## src/rtl/alu_accu_core.sv

```systemverilog
// alu_accu_core: parametrised accumulator ALU datapath.
//   Register file, accumulator and carry/zero flags behind a valid/ready op port. An op is
//   accepted in IDLE, executes in EXEC (1 cycle) or MUL (WIDTH cycles), then writes back.
//   Optional feature: define ALU_MUL_EN to turn opcode 111 into a shift-add unsigned MUL;
//   without it opcode 111 is SHR and mul_hi stays 0.
// Ports:
//   clk, reset (sync, active-high)
//   op_valid / op_ready            op handshake (ready only in IDLE)
//   opcode, src_sel                operation and operand source
//   acumulator_ce, reg_file_ce     write-back enables, captured at acceptance
//   reg_file_adr                   rf read / write-back / direct-load address
//   reg_file_data_in, direct_load  direct register load
//   data_memory, data_direct       operand sources
//   alu_result, acu_output         last result, accumulator
//   register_file_output           combinational rf[reg_file_adr]
//   alu_argument                   operand captured at acceptance
//   c_out, z_out, mul_hi, done     flags, MUL upper half, completion pulse
module alu_accu_core #(
    parameter int unsigned WIDTH = 8,
    parameter int unsigned REGS  = 4,
    localparam int unsigned AW   = (REGS > 1) ? $clog2(REGS) : 1
) (
    input  logic             clk,
    input  logic             reset,
    input  logic             op_valid,
    output logic             op_ready,
    input  logic [2:0]       opcode,
    input  logic [1:0]       src_sel,
    input  logic             acumulator_ce,
    input  logic             reg_file_ce,
    input  logic [AW-1:0]    reg_file_adr,
    input  logic [WIDTH-1:0] reg_file_data_in,
    input  logic             direct_load,
    input  logic [WIDTH-1:0] data_memory,
    input  logic [WIDTH-1:0] data_direct,
    output logic [WIDTH-1:0] alu_result,
    output logic [WIDTH-1:0] acu_output,
    output logic [WIDTH-1:0] register_file_output,
    output logic [WIDTH-1:0] alu_argument,
    output logic             c_out,
    output logic             z_out,
    output logic [WIDTH-1:0] mul_hi,
    output logic             done
);

`ifdef ALU_MUL_EN
    typedef enum logic [1:0] {StIdle, StExec, StMul} state_e;
`else
    typedef enum logic [1:0] {StIdle, StExec} state_e;
`endif

    state_e           state_q, state_d;
    logic [WIDTH-1:0] rf_q [REGS];
    logic [WIDTH-1:0] acc_q, res_q, arg_q, a_q;
    logic [2:0]       op_q;
    logic             ace_q, rce_q, c_q, z_q, done_q;
    logic [AW-1:0]    wadr_q;

    logic             accept, complete, mul_last;
    logic             rd_adr_ok, wb_adr_ok;
    logic [WIDTH-1:0] rf_rd, operand;
    logic [WIDTH:0]   ext;
    logic [WIDTH-1:0] ex_res, fin_res;
    logic             ex_c, fin_c;

    assign op_ready  = (state_q == StIdle);
    assign accept    = op_valid & op_ready;
    // Widen before comparing so non-power-of-two depths drop out-of-range accesses.
    assign rd_adr_ok = 32'(reg_file_adr) < REGS;
    assign wb_adr_ok = 32'(wadr_q) < REGS;
    assign rf_rd     = rd_adr_ok ? rf_q[reg_file_adr] : '0;

    always_comb begin
        operand = '0;
        unique case (src_sel)
            2'd0:    operand = rf_rd;
            2'd1:    operand = data_memory;
            2'd2:    operand = data_direct;
            default: operand = '0;
        endcase
    end

    // Single-cycle ops work on the snapshot (a_q) and captured argument (arg_q).
    always_comb begin
        ext    = '0;
        ex_res = '0;
        ex_c   = 1'b0;
        case (op_q)
            3'b000: ex_res = arg_q;
            3'b001: begin
                ext    = {1'b0, a_q} + {1'b0, arg_q};
                ex_res = ext[WIDTH-1:0];
                ex_c   = ext[WIDTH];
            end
            3'b010: begin
                // Top bit of the widened difference is the borrow.
                ext    = {1'b0, a_q} - {1'b0, arg_q};
                ex_res = ext[WIDTH-1:0];
                ex_c   = ext[WIDTH];
            end
            3'b011: ex_res = a_q & arg_q;
            3'b100: ex_res = a_q | arg_q;
            3'b101: ex_res = a_q ^ arg_q;
            3'b110: begin
                ex_res = {a_q[WIDTH-2:0], 1'b0};
                ex_c   = a_q[WIDTH-1];
            end
            default: begin
                ex_res = {1'b0, a_q[WIDTH-1:1]};
                ex_c   = a_q[0];
            end
        endcase
    end

`ifdef ALU_MUL_EN
    localparam int unsigned CW = $clog2(WIDTH + 1);

    // prod_q holds {partial sum, remaining multiplier bits}; one bit retired per cycle.
    logic [2*WIDTH-1:0] prod_q, prod_step;
    logic [CW-1:0]      cnt_q;
    logic [WIDTH:0]     psum;
    logic [WIDTH-1:0]   hi_q;

    assign psum      = {1'b0, prod_q[2*WIDTH-1:WIDTH]} + ({(WIDTH+1){prod_q[0]}} & {1'b0, a_q});
    assign prod_step = {psum, prod_q[WIDTH-1:1]};
    assign mul_last  = (state_q == StMul) && (cnt_q == CW'(WIDTH - 1));

    always_ff @(posedge clk) begin
        if (reset) begin
            prod_q <= '0;
            cnt_q  <= '0;
            hi_q   <= '0;
        end else begin
            if (accept) begin
                prod_q <= {{WIDTH{1'b0}}, operand};
                cnt_q  <= '0;
            end else if (state_q == StMul) begin
                prod_q <= prod_step;
                cnt_q  <= cnt_q + 1'b1;
            end
            if (mul_last) hi_q <= prod_step[2*WIDTH-1:WIDTH];
        end
    end

    assign mul_hi = hi_q;

    always_comb begin
        fin_res = ex_res;
        fin_c   = ex_c;
        if (mul_last) begin
            fin_res = prod_step[WIDTH-1:0];
            fin_c   = |prod_step[2*WIDTH-1:WIDTH];
        end
    end
`else
    assign mul_last = 1'b0;
    assign mul_hi   = '0;
    assign fin_res  = ex_res;
    assign fin_c    = ex_c;
`endif

    assign complete = (state_q == StExec) | mul_last;

    always_ff @(posedge clk) begin
        if (reset) state_q <= StIdle;
        else       state_q <= state_d;
    end

    always_comb begin
        state_d = state_q;
        unique case (state_q)
            StIdle: begin
                if (op_valid) begin
`ifdef ALU_MUL_EN
                    state_d = (opcode == 3'b111) ? StMul : StExec;
`else
                    state_d = StExec;
`endif
                end
            end
            StExec: state_d = StIdle;
`ifdef ALU_MUL_EN
            StMul: if (mul_last) state_d = StIdle;
`endif
            default: state_d = StIdle;
        endcase
    end

    always_ff @(posedge clk) begin
        if (reset) begin
            for (int unsigned i = 0; i < REGS; i++) rf_q[i] <= '0;
            acc_q  <= '0;
            res_q  <= '0;
            arg_q  <= '0;
            a_q    <= '0;
            op_q   <= '0;
            ace_q  <= 1'b0;
            rce_q  <= 1'b0;
            wadr_q <= '0;
            c_q    <= 1'b0;
            z_q    <= 1'b0;
            done_q <= 1'b0;
        end else begin
            if (accept) begin
                op_q   <= opcode;
                arg_q  <= operand;
                a_q    <= acc_q;
                ace_q  <= acumulator_ce;
                rce_q  <= reg_file_ce;
                wadr_q <= reg_file_adr;
            end
            done_q <= complete;
            if (direct_load && rd_adr_ok) rf_q[reg_file_adr] <= reg_file_data_in;
            if (complete) begin
                res_q <= fin_res;
                c_q   <= fin_c;
                z_q   <= (fin_res == '0);
                if (ace_q) acc_q <= fin_res;
                // Later assignment: ALU write-back wins over a same-address direct load.
                if (rce_q && wb_adr_ok) rf_q[wadr_q] <= fin_res;
            end
        end
    end

    assign alu_result           = res_q;
    assign acu_output           = acc_q;
    assign register_file_output = rf_rd;
    assign alu_argument         = arg_q;
    assign c_out                = c_q;
    assign z_out                = z_q;
    assign done                 = done_q;

endmodule
```

## config.mk

```make
export PLATFORM = sky130hd
export DESIGN_NAME = alu_accu_core
export DESIGN_NICKNAME = d
export VERILOG_FILES = /design/src/rtl/alu_accu_core.sv
export SDC_FILE = /design/constraint.sdc
export NUM_CORES = 1
export LEC_CHECK = 0
export BUFFER_PORTS_ARGS = -buffer_cell sky130_fd_sc_hd__buf_2
export CAP_MARGIN = 10
export CORE_MARGIN = 10
export CORE_UTILIZATION = 51
export DETAILED_ROUTE_END_ITERATION = 8
export GPL_TIMING_DRIVEN = 0
export PLACE_DENSITY = 0.72
export SYNTH_ARGS = -nofsm -noshare
export SYNTH_HDL_FRONTEND = slang
export SYNTH_SLANG_ARGS = --single-unit
```

## constraint.sdc

```tcl
create_clock -name clk -period 3.64 [get_ports clk]
set_input_delay 0.546 -clock clk [delete_from_list [all_inputs] [get_ports clk]]
set_output_delay 0.546 -clock clk [all_outputs]
set_load 0.005 [all_outputs]
```

==> impl_summary.log <==
[metrics] status: completed
[metrics] number of distinct library cells after synthesis: slightly below 70
[metrics] worst min-delay path category: in -> reg
[metrics] most common cell in the netlist: sky130_fd_sc_hd__nand2_1
[metrics] depth of the CTS H-tree: 3
[metrics] Syn. warnings: 0
[metrics] final worst hold slack: 0.440 ns
[metrics] final routed DRC violation total: 0
[metrics] CTS buffer count: 9
[metrics] via count of the first global-routing pass: ~4.3k
[metrics] CP Launch Type: flip-flop
[metrics] Layout fillers: around 860
[metrics] number of port buffers: between 60 and 70
[metrics] area fraction of the dominant cell type after synthesis: 19.7%
[metrics] number of vias in the routed layout: 4,385
[metrics] final critical path time including I/O delays and setup: ~3.1 ns
[metrics] share of synthesized registers carrying an async set or reset: 0%
[metrics] achievable clock frequency: 0.319 GHz
[metrics] Top Ports: 81
[metrics] Overflow after GRT: 0
[metrics] total leakage power: around 2.3 nW
[metrics] Synth Instances: 535
[metrics] average instance area after synthesis: approximately 9 um2
[metrics] buffer cell driving the clock tree root: sky130_fd_sc_hd__clkbuf_8
[metrics] Initial Utilization: between 50% and 60%
[metrics] first-pass iteration count of the detailed router: 5
[metrics] area of the mapped netlist: approximately 0.005 mm2
[metrics] cell taking the most area after synthesis: sky130_fd_sc_hd__edfxtp_1
[metrics] clock latency at the later pin of the worst-skew pair: between 0.3 and 0.4 ns
[metrics] top post-synthesis cells by count: sky130_fd_sc_hd__nand2_1 (74), sky130_fd_sc_hd__nor2_1 (50), sky130_fd_sc_hd__dfxtp_1 (43)
[metrics] Final Wtd Congestion: roughly 0.89
[metrics] worst setup path category: reg -> reg
[metrics] Max Slew Vio Count: 0
[metrics] synthesis-to-finish area growth: 14.6%
[metrics] Final ANT Viol Nets: 0
[metrics] pin count of the biggest net entering global routing: 14
[metrics] Fin Clk Skew: approximately 0.015 ns
[metrics] area of the core: about 0.0093 mm2
[metrics] worst slew pin tran: between 0.9 and 1 ns
[metrics] FF+latch count, synth: 75
[metrics] via count normalized by instance count: ~5.8
[metrics] overall die area: 0.0139 mm2
[metrics] hold buffers post-CTS: 0
[metrics] portion of the clock cycle consumed by the worst path in the final layout: 86.2%
[metrics] ratio of cells with drive above 1 in the final layout: between 20% and 30%
[metrics] number of enable-type register cells in the synthesized netlist: 32
[metrics] placed wire-length estimate: 11,200 um
[metrics] Slew HR: roughly 37%
[metrics] average routed wire per standard cell: between 15 and 20 um
[metrics] number of antenna violations at the first check in global routing: 0
[metrics] part of the Yosys area used for sequential elements: between 30% and 40%
[metrics] vertical die dimension: around 120 um
[metrics] critical path fanouts, max: 10
[metrics] number of antenna diodes: 0
[metrics] buffers inserted during post-CTS setup optimization: 0
[metrics] setup repair after global routing missed its margin: no
[metrics] Setup crit end kind: flip-flop
[metrics] first-iteration detailed-routing DRC count: ~360
[metrics] aggregate global-route resource usage: between 20% and 30%
[metrics] DRT Wirelength: 14,600 um
[metrics] VDD IR max: approximately 0.24 mV
[metrics] arrival time at the worst endpoint: 3.25 ns
[metrics] chip width: about 120 um
[metrics] max-capacitance violation count: 0
[metrics] Pwr Density: 355 mW/mm2
[metrics] placement row count: 35
[metrics] Final Net Count: between 600 and 700
[metrics] cell types occupying the most area after synthesis: sky130_fd_sc_hd__edfxtp_1 (20%), sky130_fd_sc_hd__dfxtp_1 (18%), sky130_fd_sc_hd__ha_1 (6.4%)
[metrics] wire length of the first global-routing pass: 23,200 um
[metrics] commonest register cell after synthesis: sky130_fd_sc_hd__dfxtp_1
[metrics] post-cts resize count: 0
[metrics] largest buffer count on any clock path: 2
[metrics] setup total negative slack: 0 ns
[metrics] clock tree from TritonCTS: done
[metrics] CP required: 3.75 ns
[metrics] Clock Pin Slew Worst Setup and Hold Paths: 0.09 ns
[metrics] sinks on the clock net: 75
[metrics] total setup violations reported at the end of the flow: 0
[metrics] Final Hold Vio Count: 0
-- cell type report --
class	instances	area, um2	area share (%)
Multi-Input combinational cell	396	2730	48.8
Sequential cell	75	1820	32.6
Timing Repair Buffer	69	345	6.17
Buffer	42	246	4.41
Tap cell	129	161	2.89
Clock buffer	11	141	2.53
Inverter	29	109	1.95
Clock inverter	5	37.5	0.671
-- placed cells by master, fill, tap and decap left out, types with 3 or more instances in the layout --
cell type                  instances
sky130_fd_sc_hd__a211o_1           3
sky130_fd_sc_hd__a211oi_1         30
sky130_fd_sc_hd__a21o_1            4
sky130_fd_sc_hd__a21oi_1          25
sky130_fd_sc_hd__a221oi_1          6
sky130_fd_sc_hd__a22o_1            7
sky130_fd_sc_hd__a22o_2            3
sky130_fd_sc_hd__a22oi_1           5
sky130_fd_sc_hd__and2_1            5
sky130_fd_sc_hd__and3_1            4
sky130_fd_sc_hd__buf_2            74
sky130_fd_sc_hd__buf_4            10
sky130_fd_sc_hd__buf_6             3
sky130_fd_sc_hd__clkbuf_1         19
sky130_fd_sc_hd__clkbuf_8         12
sky130_fd_sc_hd__conb_1            8
sky130_fd_sc_hd__dfxtp_1          43
sky130_fd_sc_hd__edfxtp_1         32
sky130_fd_sc_hd__ha_1             25
sky130_fd_sc_hd__inv_1            29
sky130_fd_sc_hd__mux2i_1          14
sky130_fd_sc_hd__mux4_2           10
sky130_fd_sc_hd__nand2_1          74
sky130_fd_sc_hd__nand2b_1          5
sky130_fd_sc_hd__nand3_1          12
sky130_fd_sc_hd__nor2_1           50
sky130_fd_sc_hd__nor2b_1          13
sky130_fd_sc_hd__nor3_1           10
sky130_fd_sc_hd__o21a_1            3
sky130_fd_sc_hd__o21ai_0          33
sky130_fd_sc_hd__o31ai_1           3
-- critical path, stage by stage, from the launching register on --
cell and delay, ns:
sky130_fd_sc_hd__dfxtp_1 0.48, sky130_fd_sc_hd__inv_1 0.13, sky130_fd_sc_hd__ha_1 0.30, sky130_fd_sc_hd__buf_6 0.14, sky130_fd_sc_hd__or3_4 0.37, sky130_fd_sc_hd__a2111oi_4 0.36
sky130_fd_sc_hd__o41a_2 0.19, sky130_fd_sc_hd__nor2b_1 0.04, sky130_fd_sc_hd__o21ai_1 0.15, sky130_fd_sc_hd__o2111ai_2 0.37, sky130_fd_sc_hd__a22o_2 0.34
-- path summary, 6_finish.rpt --
check,from,endpoint,slack (ns),depth (start not counted)
min reg2reg,acu_output[5],a_q[5],0.47,2
max reg2reg,a_q[5],rf_q[1][7],0.50,10
min,acumulator_ce,ace_q,0.44,3
max,a_q[5],rf_q[1][7],0.50,10
-- per-layer routing --
metal	vias up	share of wire (%)	global-route usage (%)
li1	2083	-	-
met1	2080	45	27.6
met2	205	46	32.5
met3	17	8.3	4.27
met4	0	1.5	5.26
met5	-	0	0
-- stage by stage --
stage	total power [mW]	instances	setup slack [ns]	utilization, %	cell area [um2]
finish	1.99	756	0.502	60.3	5590
global route	2.06	756	0.443	60.3	5590
CTS	1.98	756	0.593	60.3	5590
detailed placement	1.40	740	0.606	58.3	5420
global placement	1.39	740	0.623	58.3	5420
floorplan	1.25	542	1.08	-	4910
-- power by group --
group / switching [mW] / leakage, nW / total [mW] / internal (mW)
registers: 0.0264 / 0.679 / 0.949 / 0.922
clock network: 0.326 / 0.0859 / 0.595 / 0.269
logic: 0.269 / 1.49 / 0.443 / 0.175
total: 0.621 / 2.25 / 1.99 / 1.37
-- state kept, by name, indices dropped and copies added, names as in the netlist, 2 cells and up --
signal        cells
rf_q             32
a_q               8
alu_argument      8
op_q              3
acu_output        8
wadr_q            2
alu_result        8
-- kinds of logic after synthesis --
family                     after synthesis  synth area share (%)
and+or+nand+nor                        192                  18.8
AOI/OAI and AO/OA                      144                  21.7
DFF                                     75                  37.3
buffers and inverters                   71                  7.28
adders and majority gates               27                  7.23
muxes                                   24                  7.48
other                                    1                0.0768
xor gates and xnor gates                 1                 0.179
Note: power is estimated with default switching activity, not from simulation.
